`src/rtl/pkg_parameters.sv`:
```
// Shared widths, frame geometry defaults and the fill/full state type for the
// feature-map buffer.
package pkg_parameters;

    localparam int FEATURE_MAP_RESOLUTION = 8;
    localparam int FEATURE_MAP_ADDRWIDE   = 9;

    localparam int REC_IMG_W_DEFAULT = 29;
    localparam int REC_IMG_H_DEFAULT = 13;
    localparam int FMAP_PIXELS       = REC_IMG_W_DEFAULT * REC_IMG_H_DEFAULT;

    typedef enum logic {
        FILL = 1'b0,
        FULL = 1'b1
    } fmap_state_t;

endpackage

```
`src/rtl/fmap_ram.sv`:
```
// Simple dual-port pixel store: one write port, one registered read port.
// Contents are deliberately not reset.
module fmap_ram #(
    parameter int DEPTH = 377,
    parameter int WIDTH = 8,
    parameter int AW    = 9
) (
    input  logic             clk_i,
    input  logic             we_i,
    input  logic [AW-1:0]    waddr_i,
    input  logic [WIDTH-1:0] wdata_i,
    input  logic             re_i,
    input  logic [AW-1:0]    raddr_i,
    output logic [WIDTH-1:0] rdata_o
);

    logic [WIDTH-1:0] mem_q [DEPTH];
    logic [WIDTH-1:0] rdata_q;

    always_ff @(posedge clk_i) begin
        if (we_i) begin
            mem_q[waddr_i] <= wdata_i;
        end
        if (re_i) begin
            rdata_q <= mem_q[raddr_i];
        end
    end

    assign rdata_o = rdata_q;

endmodule

```
`src/rtl/fmap_buffer.sv`:
```
// Single-frame feature-map buffer: fills from the quantizer stream, then serves
// random reads until the consumer releases it. Define FMAP_BUF_ADDR_CHECK_EN for
// the sticky out-of-range address flag.
module fmap_buffer
    import pkg_parameters::*;
#(
    parameter int REC_IMG_W = REC_IMG_W_DEFAULT,
    parameter int REC_IMG_H = REC_IMG_H_DEFAULT
) (
    input  logic                              clk_i,
    input  logic                              rst_i,
    input  logic                              mqcRec_valid_i,
    input  logic [FEATURE_MAP_RESOLUTION-1:0] mqcRec_data_i,
    input  logic [FEATURE_MAP_ADDRWIDE-1:0]   mqcRec_addr_i,
    output logic                              mqcRec_ready_o,
    output logic                              frame_full_o,
    input  logic                              rd_en_i,
    input  logic [FEATURE_MAP_ADDRWIDE-1:0]   rd_addr_i,
    output logic                              rd_valid_o,
    output logic [FEATURE_MAP_RESOLUTION-1:0] rd_data_o,
    input  logic                              rd_done_i,
    output logic [FEATURE_MAP_ADDRWIDE:0]     fill_cnt_o,
    output logic                              addr_err_o
);

    localparam int AW  = FEATURE_MAP_ADDRWIDE;
    localparam int DW  = FEATURE_MAP_RESOLUTION;
    localparam int PIX = REC_IMG_W * REC_IMG_H;
    localparam logic [AW:0] PIX_CNT = (AW + 1)'(PIX);

    fmap_state_t state_q, state_d;
    logic [AW:0] fill_cnt_q, fill_cnt_d;
    logic        ready_q, ready_d;
    logic        rd_valid_q, rd_valid_d;
    logic        rd_oob_q, rd_oob_d;
    logic        wr_in_range, rd_in_range;
    logic        wr_accept, rd_fire;
    logic [DW-1:0] ram_rdata;

    assign wr_in_range = {1'b0, mqcRec_addr_i} < PIX_CNT;
    assign rd_in_range = {1'b0, rd_addr_i} < PIX_CNT;
    assign wr_accept   = mqcRec_valid_i && ready_q && wr_in_range;
    assign rd_fire     = rd_en_i && (state_q == FULL);

    always_comb begin
        state_d    = state_q;
        fill_cnt_d = fill_cnt_q;
        rd_valid_d = 1'b0;
        rd_oob_d   = 1'b0;
        if (state_q == FILL) begin
            if (wr_accept) begin
                fill_cnt_d = fill_cnt_q + 1'b1;
                if (fill_cnt_q == PIX_CNT - 1'b1) begin
                    state_d = FULL;
                end
            end
        end else begin
            // a read issued alongside the release is still served
            rd_valid_d = rd_en_i;
            rd_oob_d   = rd_en_i && !rd_in_range;
            if (rd_done_i) begin
                state_d    = FILL;
                fill_cnt_d = '0;
            end
        end
        ready_d = (state_d == FILL);
    end

    always_ff @(posedge clk_i) begin
        if (rst_i) begin
            state_q    <= FILL;
            fill_cnt_q <= '0;
            ready_q    <= 1'b0;
            rd_valid_q <= 1'b0;
            rd_oob_q   <= 1'b0;
        end else begin
            state_q    <= state_d;
            fill_cnt_q <= fill_cnt_d;
            ready_q    <= ready_d;
            rd_valid_q <= rd_valid_d;
            rd_oob_q   <= rd_oob_d;
        end
    end

`ifdef FMAP_BUF_ADDR_CHECK_EN
    logic addr_err_q, addr_err_d;

    always_comb begin
        addr_err_d = addr_err_q;
        if ((mqcRec_valid_i && ready_q && !wr_in_range) || (rd_fire && !rd_in_range)) begin
            addr_err_d = 1'b1;
        end
    end

    always_ff @(posedge clk_i) begin
        if (rst_i) begin
            addr_err_q <= 1'b0;
        end else begin
            addr_err_q <= addr_err_d;
        end
    end

    assign addr_err_o = addr_err_q;
`else
    assign addr_err_o = 1'b0;
`endif

    fmap_ram #(
        .DEPTH (PIX),
        .WIDTH (DW),
        .AW    (AW)
    ) u_fmap_ram (
        .clk_i   (clk_i),
        .we_i    (wr_accept),
        .waddr_i (mqcRec_addr_i),
        .wdata_i (mqcRec_data_i),
        .re_i    (rd_fire && rd_in_range),
        .raddr_i (rd_addr_i),
        .rdata_o (ram_rdata)
    );

    assign mqcRec_ready_o = ready_q;
    assign frame_full_o   = (state_q == FULL);
    assign fill_cnt_o     = fill_cnt_q;
    assign rd_valid_o     = rd_valid_q;
    assign rd_data_o      = (rd_valid_q && !rd_oob_q) ? ram_rdata : '0;

endmodule
```
`config.mk`:
```
export PLATFORM = sky130hd
export DESIGN_NAME = fmap_buffer
export DESIGN_NICKNAME = d
export VERILOG_FILES = /design/src/rtl/pkg_parameters.sv /design/src/rtl/fmap_ram.sv /design/src/rtl/fmap_buffer.sv
export SDC_FILE = /design/constraint.sdc
export NUM_CORES = 2
export LEC_CHECK = 0
export ABC_AREA = 1
export CAP_MARGIN = 30
export CORE_MARGIN = 3
export CORE_UTILIZATION = 25
export CTS_CLUSTER_SIZE = 24
export DETAILED_ROUTE_END_ITERATION = 12
export PLACE_DENSITY = 0.34
export SLEW_MARGIN = 40
export SYNTH_ARGS = -nofsm -noshare
export SYNTH_HDL_FRONTEND = slang
export SYNTH_SLANG_ARGS = --single-unit
```
`constraint.sdc`:
```
create_clock -name clk_i -period 2.78 [get_ports clk_i]
set_input_delay 0.278 -clock clk_i [delete_from_list [all_inputs] [get_ports clk_i]]
set_output_delay 0.278 -clock clk_i [all_outputs]
set_load 0.03 [all_outputs]
```
==> qor.txt <==
Run status: completed
Max Clock Freq: 0.375 GHz
Antenna violation net count after detailed routing: 0
Mapped Nets: 10.4k
Clock buffer depth: 4
Simple-gate share of the synthesized area: 19.4%
Fill cell count: 49.6k
Global route total overflow: 0
Post-synthesis cell area: 124000 sq um
Initial detailed-routing violation count: 7126
Final-report hold violation count: 0
Library cells used by synthesis: 42
Routed vias: 83.8k
Fraction of synthesized cell area in xor and xnor cells: 0%
Post-CTS Repair Setup Buffers: 0
Register area share after synthesis: 73.7%
Effective utilization at floorplan: 25.2%
Dominant combinational cell family by area after synthesis: simple AND/OR/NAND/NOR gates
Worst Path Class, Setup: reg2reg
Count of buffers inserted at the top-level ports: 51
Top FF cell, synth: edfxtp_1
Setup Viol. Count Final: 0
Gr usage total: 18.0%
Per-cell via count in the routed design: 4.61
Chip Height: 709 um
Final routed wirelength across all metal layers: 464 mm
Initial antenna violation count: 42
Layout cells sized above 1: 16.0%
Avg Cell Area, Syn: 11.9 sq um
Type of the tightest min-delay check: in2reg
Final #Nets: 11.4k
Horiz. Die Dim: 709 um
Number of standard-cell rows in the floorplan: 257
Post-detailed-route DRC marker count: 0
Clock latency reported for the late side of the worst-skew pair: 0.98 ns
Core Box Area: 491000 sq um
Final standard cell area without fillers: 153000 sq um
Maximum number of pins on one net before global-route repair: 87
Setup repair after global routing missed its margin: false
Power density relative to cell area: 684 nW/um^2
Wire length of the first global-routing pass: 653 mm
CP required: 3.48 ns
Final worst-path cycle share: 95.8%
Final worst path period need: 2.66 ns
Die area: 503000 sq um
Number of buffers created by CTS: 366
Largest fanout on the critical path: 1
Number of maximum-capacitance constraint violations: 0
Multiplexer area fraction after synthesis: 0%
Post-synth ARST share: 0%
Area grow syn2layout: 23.9%
Cells taking the most area after synthesis: edfxtp_1, nand2_1, nand3_1
Most frequent cell after synthesis: nand2_1
Pre-Repair DR Iteration Count: 6
Io pins: 53
Skew final: 0.0624 ns
Number of global-route vias before repair: 84.2k
Area fraction in compound gates after synthesis: 3.47%
Static leakage: 54.6 nW
Clock tree from TritonCTS: done
WL per Instance: 25.5 um
Area of placed instances: 141000 sq um
Final number of max-transition violations: 0
Worst R2R Setup Slack: 0.12 ns
Slew at the pin closest to its max-slew limit: 0.744 ns
Worst-case hold slack: 0.153 ns
Sink Count: 3038
Routability-driven placement congestion ratio: 0.802
Clock-pin slew on the worst setup and hold paths: 0.06 ns
Cell type contributing the most total cell area after synthesis: edfxtp_1
Detailed-placement wirelength estimate: 300 mm
Slew HR: 50.4%
Worst-case vdd ir drop: 455 uV
Top-area cell type share of the netlist area: 73.5%
Synth Instances: 10.4k
Deepest level of the CTS H-tree: 5
Adder and majority gate portion of the synthesized area: 0.0203%
Root buffer cell: clkbuf_16
Critical path capture point type: register
Number of storage elements in the synthesis netlist: 3038
CP arrival: 3.37 ns
EDFF count, synth: 3024
Ranking of synthesized cells by instance count: nand2_1, edfxtp_1, nand3_1
Core Util, Final: 31.2%
Critical path launch point type: register
Synth Warn #: 0
==> final cells by class <==
cell class                      count  area (sq um)  area share (%)
Clock buffer                      452          9590            6.26
Tap cell                         6475          8100            5.29
Sequential cell                  3038         91100            59.5
Inverter                           92           399           0.261
Antenna cell                        4          10.0         0.00654
Timing Repair Buffer             1358         13400            8.73
Clock inverter                    214          2050            1.34
Multi-Input combinational cell   6538         28500            18.6
==> per-stage QoR <==
step                worst slack (ns)  setup TNS, ns  instances  total power, mW
finish                         0.117              0      18200              105
global route                  0.0804              0      18200              108
CTS                           0.0499              0      18200              106
detailed placement            -0.788         -34.82      17500             58.9
global placement              -0.805         -42.57      17500             58.9
floorplan                      0.483              0      10400             54.4
==> final timing paths <==
kind / start / end / cells after the start
setup / recovery: u_fmap_ram.mem_q[167][0] / u_fmap_ram.rdata_o[0] / 11
hold / removal: rd_done_i / fill_cnt_o[7] / 4
hold reg to reg: fill_cnt_o[9] / fill_cnt_o[9] / 1
setup reg to reg: u_fmap_ram.mem_q[167][0] / u_fmap_ram.rdata_o[0] / 11
==> per-layer routing <==
layer	track usage (%)	part of all wire [%]	vias to the layer above
met4	4.08	2.3	2
met2	29.9	47	2152
met5	0	0.0022	-
met1	25.3	46	42400
met3	1.99	4.8	524
li1	-	-	38800
==> kinds of logic (layout without fill, tap and decap cells) <==
| group | Yosys count | in the layout |
|---|---|---|
| adder cells (fa/ha/maj) | 2 | 2 |
| other | 1 | 5 |
| buffers and inverters | 784 | 2116 |
| flip-flops | 3038 | 3038 |
| AND/OR/NAND/NOR | 5752 | 5752 |
| AO/OA/AOI/OAI | 783 | 783 |
==> sequential cells by signal (all words and copies together), names as in the netlist <==
signal / cells
u_fmap_ram.mem_q: 3016
fill_cnt_o: 10
u_fmap_ram.rdata_o: 8
frame_full_o: 1
mqcRec_ready_o: 1
rd_oob_q: 1
rd_valid_o: 1
==> timing repair <==
action / CTS / global route
hold endpoints to repair: 801 / 0
setup endpoints to repair: 9 / 0
gates resized for setup: 7 / 0
hold buffers: 9 / 0
==> critical path: stages (launching register included) <==
cell and delay, ns:
edfxtp_1 0.37, nand2_1 0.08, nand3_1 0.09, nand3_1 0.16, nand3_1 0.17, buf_12 0.17, nand3_1 0.08, nand3_1 0.21
nand3_1 0.27, nand3_1 0.21, nand3_1 0.47, nand2_1 0.10
==> cell usage in the layout (no fill, tap or decap), types with 4 or more instances in the layout <==
cell type	Yosys	layout
inv_16	0	4
nor3_1	30	29
clkinv_2	0	71
o221ai_1	5	5
dlygate4sd3_1	0	9
buf_4	129	1071
nand2_4	0	18
nor2_4	1	5
clkinv_16	0	10
diode_2	0	4
clkinvlp_4	0	10
o21ai_1	19	19
o21ai_0	333	333
nor2_2	3	4
clkinv_1	4	86
buf_8	3	11
edfxtp_1	3024	3024
o211ai_1	33	33
buf_12	0	236
clkdlybuf4s50_1	0	28
dfxtp_1	14	13
inv_6	1	8
clkbuf_16	0	371
nor2_1	781	776
nand2_1	3080	3061
a21oi_1	229	229
a211oi_1	11	11
nand3_1	1844	1844
o22ai_1	121	121
a21boi_0	25	25
clkbuf_1	111	81
bufinv_16	0	28
inv_1	82	80
clkinv_8	0	4
==> power by group <==
part / internal, mW / leakage (nW) / switching (mW)
Combinational: 2.15 / 21.6 / 5.22
Clock: 27.2 / 5.67 / 19.8
Sequential: 50.4 / 27.3 / 0.00544
Total: 79.7 / 54.6 / 25.1
(Power assumes the default switching activity.)
